**src/rtl/sum_window_averager.sv**
```systemverilog
// Windowed statistics stage: groups the adder's sum stream into blocks of 2**LOG2_N
// samples and emits truncated mean, min and max through a one-deep valid/ready register.
module sum_window_averager #(
    parameter int unsigned DATA_W = 10,
    parameter int unsigned LOG2_N = 3
) (
    input  logic              clock,
    input  logic              rst,
    input  logic              clear,
    input  logic              in_valid,
    output logic              in_ready,
    input  logic [DATA_W-1:0] in_sum,
    output logic              out_valid,
    input  logic              out_ready,
    output logic [DATA_W-1:0] out_avg,
    output logic [DATA_W-1:0] out_min,
    output logic [DATA_W-1:0] out_max,
    output logic [LOG2_N-1:0] win_count
);

    localparam int unsigned N     = 1 << LOG2_N;
    localparam int unsigned ACC_W = DATA_W + LOG2_N;
    localparam logic [LOG2_N-1:0] LAST = LOG2_N'(N - 1);

    logic [ACC_W-1:0]  acc;
    logic [ACC_W-1:0]  acc_sum;
    logic [DATA_W-1:0] run_min;
    logic [DATA_W-1:0] run_max;
    logic [DATA_W-1:0] min_next;
    logic [DATA_W-1:0] max_next;
    logic              closing;
    logic              accept;

    assign acc_sum  = acc + ACC_W'(in_sum);
    assign min_next = (in_sum < run_min) ? in_sum : run_min;
    assign max_next = (in_sum > run_max) ? in_sum : run_max;
    assign closing  = (win_count == LAST);

    // Only the window-closing sample waits on a held result; clear blocks intake.
    assign in_ready = !clear && !(closing && out_valid && !out_ready);
    assign accept   = in_valid && in_ready;

    // Running window accumulation and output register.
    always_ff @(posedge clock or posedge rst) begin
        if (rst) begin
            acc       <= '0;
            win_count <= '0;
            run_min   <= '1;
            run_max   <= '0;
            out_valid <= 1'b0;
            out_avg   <= '0;
            out_min   <= '0;
            out_max   <= '0;
        end else begin
            if (out_valid && out_ready) begin
                out_valid <= 1'b0;
            end

            if (clear) begin
                acc       <= '0;
                win_count <= '0;
                run_min   <= '1;
                run_max   <= '0;
            end else if (accept) begin
                if (closing) begin
                    // Result register is free here, so a same-cycle drain reloads it.
                    out_avg   <= acc_sum[ACC_W-1:LOG2_N];
                    out_min   <= min_next;
                    out_max   <= max_next;
                    out_valid <= 1'b1;
                    acc       <= '0;
                    win_count <= '0;
                    run_min   <= '1;
                    run_max   <= '0;
                end else begin
                    acc       <= acc_sum;
                    win_count <= win_count + LOG2_N'(1);
                    run_min   <= min_next;
                    run_max   <= max_next;
                end
            end
        end
    end

endmodule

```
**config.mk**
```make
export PLATFORM = sky130hd
export DESIGN_NAME = sum_window_averager
export DESIGN_NICKNAME = d
export VERILOG_FILES = /design/src/rtl/sum_window_averager.sv
export SDC_FILE = /design/constraint.sdc
export NUM_CORES = 1
export LEC_CHECK = 0
export CAP_MARGIN = 20
export CORE_UTILIZATION = 35
export CTS_BUF_LIST = sky130_fd_sc_hd__clkbuf_8 sky130_fd_sc_hd__clkbuf_16
export CTS_CLUSTER_DIAMETER = 60
export DETAILED_ROUTE_END_ITERATION = 6
export PLACE_DENSITY = 0.59
export SETUP_SLACK_MARGIN = 0.1
export SLEW_MARGIN = 20
export SYNTH_ARGS = -nofsm -noshare
export SYNTH_HDL_FRONTEND = slang
export SYNTH_SLANG_ARGS = --single-unit
```
**constraint.sdc**
```tcl
create_clock -name clock -period 2.1 [get_ports clock]
set_input_delay 0.42 -clock clock [delete_from_list [all_inputs] [get_ports clock]]
set_output_delay 0.42 -clock clock [all_outputs]
set_load 0.02 [all_outputs]
```
==> impl_results.md <==
* Async SR Flop Fraction at 100%
* Number of global-route vias before repair at ~3600
* CP Max Fanout at 5
* WL met2 at between 5 and 6 mm
* Mapped Cells at 395
* Fin cells at 685
* Max VDD drop at 0.240 mV
* Simple-Gate Fraction of Synth Area at 13.9%
* Hold depth at 2
* Avg WL per Cell at approximately 16 um
* Die height at between 100 and 150 um
* Grt total ovfl at 0
* Clock Tree Buf Depth at 2
* Worst slew pin tran at around 0.37 ns
* GRT Resource Usage Total at approximately a fifth
* Fin. Hold Viols at 0
* Global-route wire length before repair at 18.2 mm
* Top cells by area, synth: dfrtp_1 (37%), ha_1 (10%), dfstp_2 (6.8%), nor3_1 (5.5%), a22o_1 (4.6%)
* Slowest cell on crit path: dfstp_2
* Die ar. at between 10000 and 15000 um2
* Reg area at roughly 1700 um2
* Critical path capture point type: register
* Max-cap violations at 0
* Crit path buffers/inverters at 1
* Synth Area in Compound Gates at between 20% and 30%
* Fmax at between 400 and 500 MHz
* Worst path max stage delay at 0.54 ns
* Mux cell area share after synthesis at 3.77%
* Min Hold Slack at approximately 0.47 ns
* First-pass DRT Iterations at 4
* Layout cells sized above 1 at a little over a third
* Final slew viol count at 0
* Synth warn at 0
* Predominant post-synthesis flop cell: dfrtp_1
* Class of the worst hold path: reg -> reg
* Post-synth top area share at 37.1%
* Mapped cell area at a little under 4000 um2
* Core area at 10500 um2
* Final critical-path share of the clock period at 106%
* Post-synthesis sequential area ratio at 43.9%
* Crit path arrival time at between 2 and 3 ns
* CP required at between 2 and 2.5 ns
* Length of routed met3 wiring at roughly 360 um
* CTS Buf Count at 9
* Number of synthesized flops with an enable pin at 0
* Final Worst Setup Slack at -0.126 ns
* Number of I/O port buffers at between 40 and 50
* Post-synth top area cell: dfrtp_1
* Vias/cell at roughly 5.2
* Synth cell count leaders: dfrtp_1 (57), nor3_1 (42), nand2_1 (39), ha_1 (31), a21oi_1 (28)
* Setup total negative slack at -1.04 ns
* Final setup violation count at 15
* Synthesized area per cell at between 9 and 10 um2
* Clk pin slew, worst setup/hold paths at approximately 0.070 ns
* I/O Pins at 50
* Total length of routed wires at 11.2 mm
* Status: finished, violations left
* R2R depth at 7
* Slew Limit Headroom at about three quarters
* Leak at approximately 2.7 nW
* Area taken by multi-input logic gates at between 2000 and 2500 um2
* Clock tree from TritonCTS: yes
* Most numerous cell in the Yosys netlist: dfrtp_1
* Pwr Density at 621 nW/um2
* RSZ-0062 raised after global routing: true
* Uppermost layer routed: met4
* Netlist cell types at 46
* Largest net degree at the start of global routing at 68
* Failing checks: negative setup slack
* Largest family of logic cells by synthesized area: compound AO/OA/AOI/OAI gates
* Post-synthesis net count at around 440
* Die width at roughly 110 um
* CP top delay family: compound AO/OA/AOI/OAI gates
* CTS Sinks at 67
* Initial antenna violation count at 0
* Htree depth at 3
* Crit-path cells: inv_2 > ha_4 > a211oi_2 > o21ai_2 > a221o_2 > a211o_4 > o22a_1
* # rows at 37
* Detail Route Antenna Nets at 0
* Final nets at 591
* Area Overhead vs Synth at 51.1%
* WP depth at 7
* Synthesized flop and latch total at 67
* Final GP Congestion at between 0.8 and 0.9
* Routed vias at around 3600
* Worst Path Class, Setup: reg -> reg
* Post-Synth Adder-Cell Area at about a tenth
* Initial DRC Count at about 160
* Detailed Place HPWL at around 7.9 mm
* Fillers at between 900 and 1000
* DRC at 0
* Clk Latency, worst-skew pair at 0.35 ns
* CTS Root Cell: clkbuf_8
* Pwr Total at 3.61 mW
* Initial Util at a little over a third
* Clock skew at approximately 0.012 ns
* Area share of xor/xnor cells in the synthesized design at roughly 2.5%
* Final worst path period need at 2.23 ns
* Diodes inserted at 0
* Cts hold-fix bufs at 0
* Metal-1 WL at 5.19 mm
* Post-Place Cells at roughly 660
* Critical Path Start Type: register
## cell families (layout without fill, tap and decap cells)
family / Yosys count / count (layout)
and+or+nand+nor: 112 / 112
xor gates and xnor gates: 11 / 11
muxes: 14 / 14
AOI/OAI and AO/OA: 117 / 118
DFF: 67 / 67
buffers and inverters: 42 / 195
adders and majority gates: 32 / 32
## final timing paths
kind	to	slack (ns)	startpoint
worst max-delay path	run_min[9]	-0.13	run_min[1]
min in group asynchronous	out_avg[8]	0.51	rst
worst min-delay path	out_avg[1]	0.47	out_avg[1]
max in group asynchronous	run_min[7]	1.25	rst
worst min register to register	out_avg[1]	0.47	out_avg[1]
worst max register to register	run_min[9]	-0.13	run_min[1]
## layer usage
layer | vias up | track usage, %
li1 | 1753 | -
met3 | 15 | 2.86
met1 | 1720 | 27.3
met4 | 0 | 8.32
met2 | 64 | 34.6
met5 | - | 0
## layout make-up
| type | count | share of cell area, % |
|---|---|---|
| Multi-Input combinational cell | 287 | 40.1 |
| Sequential cell | 67 | 29.1 |
| Timing Repair Buffer | 153 | 22.7 |
| Tap cell | 136 | 2.93 |
| Clock buffer | 11 | 2.60 |
| Inverter | 26 | 1.74 |
| Clock inverter | 5 | 0.796 |
## worst reg2reg max path: stages (launching register included)
cell	delay, ns
dfstp_2	0.54
inv_2	0.05
ha_4	0.21
a211oi_2	0.22
o21ai_2	0.09
a221o_2	0.46
a211o_4	0.39
o22a_1	0.19
## power breakdown
group	total [mW]	switching (mW)	internal [mW]
clock network	1.09	0.493	0.599
logic	1.10	0.547	0.558
registers	1.41	0.0487	1.37
total	3.61	1.09	2.52
## metrics by stage
stage / utilization (%) / area, um2 / setup slack (ns)
floorplan: - / 3940 / -0.00695
global placement: 50.1 / 5260 / -0.637
detailed placement: 50.1 / 5260 / -0.702
CTS: 53.6 / 5640 / -0.0815
global route: 55.3 / 5810 / -0.177
finish: 55.3 / 5810 / -0.126
## layout by cell type (no fill, tap or decap), drive strengths merged, types with 2 or more instances in the layout
| cell type | count |
|---|---|
| inv | 28 |
| o21a | 2 |
| and4 | 2 |
| nand2 | 39 |
| nor2 | 10 |
| dfstp | 10 |
| a22o | 20 |
| nor3 | 43 |
| nand3 | 3 |
| buf | 107 |
| ha | 31 |
| a211o | 2 |
| a211oi | 13 |
| mux2 | 4 |
| nand4 | 2 |
| xnor2 | 8 |
| o21bai | 2 |
| mux2i | 10 |
| xor2 | 3 |
| a21o | 6 |
| dlygate4sd2 | 3 |
| nand2b | 4 |
| nor2b | 3 |
| clkbuf | 15 |
| a21oi | 28 |
| dfrtp | 57 |
| clkdlybuf4s50 | 38 |
| o21ai | 26 |
| o22a | 10 |
| a31oi | 3 |
| nand3b | 2 |
## repair_timing
| action | CTS | global route |
|---|---|---|
| endpoints found under the setup margin | 59 | 54 |
| resized for setup | 56 | 56 |
| pin swaps | 28 | 25 |
| setup buffers | 5 | 4 |
| gates cloned | 1 | 0 |
## state kept, by name, indices dropped and copies added, names as in the netlist
signal and cells:
acc 13, win_count 3, run_max 10, out_avg 10, out_min 10, out_max 10
run_min 10, out_valid 1
Note: power is estimated with default switching activity, not from simulation.
